File: config.mk
export PLATFORM = sky130hd
export DESIGN_NAME = instr_fetch_unit
export DESIGN_NICKNAME = d
export VERILOG_FILES = /design/src/rtl/instr_fetch_unit.sv
export SDC_FILE = /design/constraint.sdc
export NUM_CORES = 1
export LEC_CHECK = 0
export CORE_MARGIN = 3
export CORE_UTILIZATION = 55
export DETAILED_ROUTE_END_ITERATION = 8
export DONT_BUFFER_PORTS = 1
export GPL_TIMING_DRIVEN = 0
export PLACE_DENSITY = 0.74
export SLEW_MARGIN = 0
export SYNTH_ARGS = -nofsm -noshare
export SYNTH_HDL_FRONTEND = slang
export SYNTH_SLANG_ARGS = --single-unit
File: constraint.sdc
create_clock -name clk -period 8.21 [get_ports clk]
set_input_delay 1.642 -clock clk [delete_from_list [all_inputs] [get_ports clk]]
set_output_delay 1.642 -clock clk [all_outputs]
set_load 0.02 [all_outputs]
File: src/rtl/instr_fetch_unit.sv
// Instruction fetch unit: drives PC to a combinational IMem, loads the
// instruction register with a one-entry handshake to the consumer, and handles redirects and halts.
module instr_fetch_unit #(
    parameter logic [31:0] RESET_PC  = 32'h0000_0000,
    parameter logic [31:0] HALT_WORD = 32'hFFFF_FFFF
) (
    input  logic        clk,
    input  logic        rst,
    input  logic        start,
    input  logic [31:0] instr_in,
    input  logic        redirect_valid,
    input  logic [31:0] redirect_pc,
    input  logic        ir_ready,
    output logic [31:0] PC,
    output logic [31:0] ir_out,
    output logic [31:0] ir_pc,
    output logic        ir_valid,
    output logic        halted,
    output logic [15:0] fetch_count
);

    typedef enum logic [1:0] {
        IDLE  = 2'd0,
        FETCH = 2'd1,
        WAIT  = 2'd2,
        HALT  = 2'd3
    } state_t;

    state_t      state, state_nxt;
    logic [31:0] pc_nxt;
    logic [31:0] ir_out_nxt;
    logic [31:0] ir_pc_nxt;
    logic        ir_valid_nxt;
    logic [15:0] count_nxt;

    always_comb begin
        // NOTE: every output of this block is defaulted first so no path leaves one unassigned (no latches).
        state_nxt    = state;
        pc_nxt       = PC;
        ir_out_nxt   = ir_out;
        ir_pc_nxt    = ir_pc;
        ir_valid_nxt = ir_valid;
        count_nxt    = fetch_count;

        case (state)
            IDLE: begin
                if (redirect_valid) pc_nxt = redirect_pc;
                if (start)          state_nxt = FETCH;
            end
            FETCH: begin
                // A redirect squashes this cycle's word, even if it is the halt encoding.
                if (redirect_valid) begin
                    pc_nxt = redirect_pc;
                end else if (instr_in == HALT_WORD) begin
                    state_nxt = HALT;
                end else begin
                    ir_out_nxt   = instr_in;
                    ir_pc_nxt    = PC;
                    pc_nxt       = PC + 32'd1;
                    ir_valid_nxt = 1'b1;
                    count_nxt    = (fetch_count == 16'hFFFF) ? fetch_count : fetch_count + 16'd1;
                    state_nxt    = WAIT;
                end
            end
            WAIT: begin
                if (redirect_valid) pc_nxt = redirect_pc;
                if (ir_valid && ir_ready) begin
                    ir_valid_nxt = 1'b0;
                    state_nxt    = FETCH;
                end
            end
            HALT: begin
                if (redirect_valid) begin
                    pc_nxt    = redirect_pc;
                    state_nxt = FETCH;
                end
            end
            default: state_nxt = IDLE;
        endcase
    end

    // NOTE: sequential state uses non-blocking assignments so all registers update together at the edge.
    always_ff @(posedge clk or posedge rst) begin
        if (rst) begin
            state       <= IDLE;
            PC          <= RESET_PC;
            ir_out      <= 32'd0;
            ir_pc       <= 32'd0;
            ir_valid    <= 1'b0;
            fetch_count <= 16'd0;
        end else begin
            state       <= state_nxt;
            PC          <= pc_nxt;
            ir_out      <= ir_out_nxt;
            ir_pc       <= ir_pc_nxt;
            ir_valid    <= ir_valid_nxt;
            fetch_count <= count_nxt;
        end
    end

    assign halted = (state == HALT);

endmodule

==> qor.yml <==
floorplan:
  core_area_um2: 9503
  die_w_um: 106.1
  rows: 35
  fp.dieH_um: 106.1
  io_pins: 183
  dieArea_um2: 11250
  start_util: 0.5797
synthesis:
  ys_seq_area_frac: 0.5224
  synth_fp_nets: 680
  synth-main-ff-cell: "dfrtp_1"
  synth-seq-cells: 115
  synthTopCellsByArea: "dfrtp_1 (52%), nand2_1 (14%), nand4_1 (2.5%), xnor2_1 (2.4%), o21ai_0 (2.3%)"
  yosysTopAreaCell: "dfrtp_1"
  synth.distinct_cells: 62
  synth_edf_count: 0
  yosys_warnings: 0
  synth_most_common_cell: "nand2_1"
  async_flop_share: 1.000
  syn_avg_cell_area_um2: 9.046
  syn_area_um2: 5509
  syn_inst: 609
  synthDominantCellAreaShare: 0.5224
  ys_top_cells_by_count: "nand2_1 (203), dfrtp_1 (115), nor2_1 (26), o21ai_0 (25), nand3_1 (24)"
placed_design:
  port_buffers: 0
  place_congestion: 0.9565
  place_ws_ps: 4357
  dp.cells: 739
  dp_hpwl_mm: 11.25
hold_path:
  hold_end: "ir_pc[30]$_DFFE_PP0P_"
  hp-class: "reg -> reg"
  hold_start: "ir_pc[30]$_DFFE_PP0P_"
  whs_path_depth: 2
global_routing:
  grt_overflow: 0
  antenna_found_initial: 0
  grt_pass1_vias: 4784
  grt_usage: 0.2796
  grt_start_max_net_pins: 68
  grt_pass1_wl_mm: 24.72
sta:
  worst_pin_slew_ps: 889.2
  rsz0062_at_grt: "no"
  timing.fmax_mhz: 295.4
  finalSetupTns_ps: 0
  min_period_over_period: 0.4123
  hold_violations: 0
  slew_viol_final: 0
  fin_crit_ps: 3385
  postLayoutSetupSlackWorst_ps: 4825
  relSlewSlack: 0.4018
  fin_skew_ps: 9.410
  setup_violations: 0
cts:
  clk_latency_ps: 510
  tritoncts: "yes"
  path_clk_slew_ps: 50
  cts_root_buf: "clkbuf_8"
  clkSinkCount: 115
  cts_buffers: 17
  ctsHoldBuffers: 0
  post_cts_buffers: 0
  ctsResizeCount: 0
  clock_path_buffers: 2
  cts-htree-levels: 4
routing:
  drc: 0
  wl_per_cell_um: 20.19
  vias: 4884
  ant_nets: 0
  first_iter_violations: 371
  vias_per_cell: 6.343
  dr.pass1.iters: 6
  wirelength_mm: 15.55
final_layout:
  drive_above_1_share: 0.09672
  final_util: 0.6571
  area_growth_pct: 13.35
  stdcell_count: 770
  multiInputGateArea_um2: 2439
  final_nets: 700
  ff_latch_area_um2: 2878
  n_fill_cell: 738
  antenna_cells: 0
outcome:
  outcome: "finished clean"
worst_setup_path:
  crit_path_end_kind: "register"
  path_class: "in -> reg"
  cpMostUsedCell: "clkbuf_1"
  r2r_start: "PC[9]$_DFFE_PP0P_"
  cp_max_fo: 10
  arrival_ps: 3830
  startpoint_type: "primary input"
  crit_required_ps: 8660
  cpPeakStageDelay_ps: 550
  regToRegSetupSlack_ps: 5600
  crit_chain: "clkbuf_1 > or3b_1 > a21oi_1 > clkbuf_1 > clkbuf_1 > nand2_1 > nand2_1"
  reg2reg_to: "PC[19]$_DFFE_PP0P_"
  slowest_stage: "or3b_1"
  reg2reg_depth: 5
power_and_ir_drop:
  leakage_nw: 2.830
  p_total_mw: 2.501
  p_per_area_nw_per_um2: 400.4
  ir_worst_vdd_v: 0.0002083
job:
  max_cap_violations: 0
-- registers in the layout (all words and copies together), names as in the netlist --
| signal | flops |
|---|---|
| state | 2 |
| fetch_count | 16 |
| ir_pc | 32 |
| PC | 32 |
| ir_out | 32 |
| ir_valid | 1 |
-- worst max-delay path, delay by kind of cell --
family / cells / cell delay [ps]
AND/OR/NAND/NOR: 3 / 740
buffers and inverters: 3 / 1170
AO/OA/AOI/OAI: 1 / 270
-- cell type report --
class                   count  area share
plain buffers              31     0.02424
clock buffers              22     0.07413
clock inverters             9     0.01302
inverters                  11    0.007013
repair buffers              1    0.004408
well taps                 129     0.02585
flip-flops and latches    115      0.4608
multi-input cells         452      0.3905
-- power breakdown --
group	internal (mW)	switching [mW]
logic	0.197	0.357
registers	0.781	0.493
clock network	0.421	0.252
total	1.40	1.10
-- layout by cell type, fill, tap and decap left out, types with 9 or more instances in the layout --
cell type  count
nand2_1      203
nor4_1        10
clkbuf_1      19
a21oi_1       12
dfrtp_1      115
and3_1        11
clkbuf_16     16
xnor2_1       15
nor3_1        12
o21ai_0       25
inv_1          9
nor2_1        26
nand3_1       24
nand4_1       22
-- how the worst max path moves through the flow --
stage,from,end,slack (ps),cells past startpoint
3_3_place_gp,rst,ir_pc[12]$_DFFE_PP0P_,2420,1
5_1_grt,redirect_valid,ir_out[3]$_DFFE_PP0P_,4690,7
6_report,redirect_valid,ir_out[1]$_DFFE_PP0P_,4820,7
4_1_cts,redirect_valid,ir_out[12]$_DFFE_PP0P_,4870,7
3_5_place_dp,redirect_valid,ir_out[12]$_DFFE_PP0P_,4360,7
2_1_floorplan,rst,PC[0]$_DFFE_PP0P_,3520,1
-- per-layer routing --
metal	part of all wire	GRT usage	vias to the layer above
li1	-	-	2170
met1	0.39	0.3607	2367
met2	0.46	0.4372	300
met3	0.12	0.1008	47
met4	0.030	0.09991	0
met5	0	0	-
-- through the flow --
| step | hold slack (ps) | cell area [um^2] |
|---|---|---|
| 6_report | 610.8 | 6245 |
| 5_1_grt | 639.6 | 6245 |
| 4_1_cts | 617.6 | 6245 |
| 3_5_place_dp | 602.4 | 5700 |
| 3_3_place_gp | 594.8 | 5670 |
| 2_1_floorplan | 537.2 | 5509 |
-- logic make-up after synthesis --
| kind of cell | after synthesis | share of synthesized area |
|---|---|---|
| compound gates | 94 | 0.1195 |
| xor+xnor | 22 | 0.03498 |
| fa+ha+maj | 2 | 0.004542 |
| buf+inv | 42 | 0.03498 |
| flops | 115 | 0.5224 |
| mux | 3 | 0.005678 |
| simple gates | 331 | 0.2780 |
Note: power is estimated with default switching activity, not from simulation.
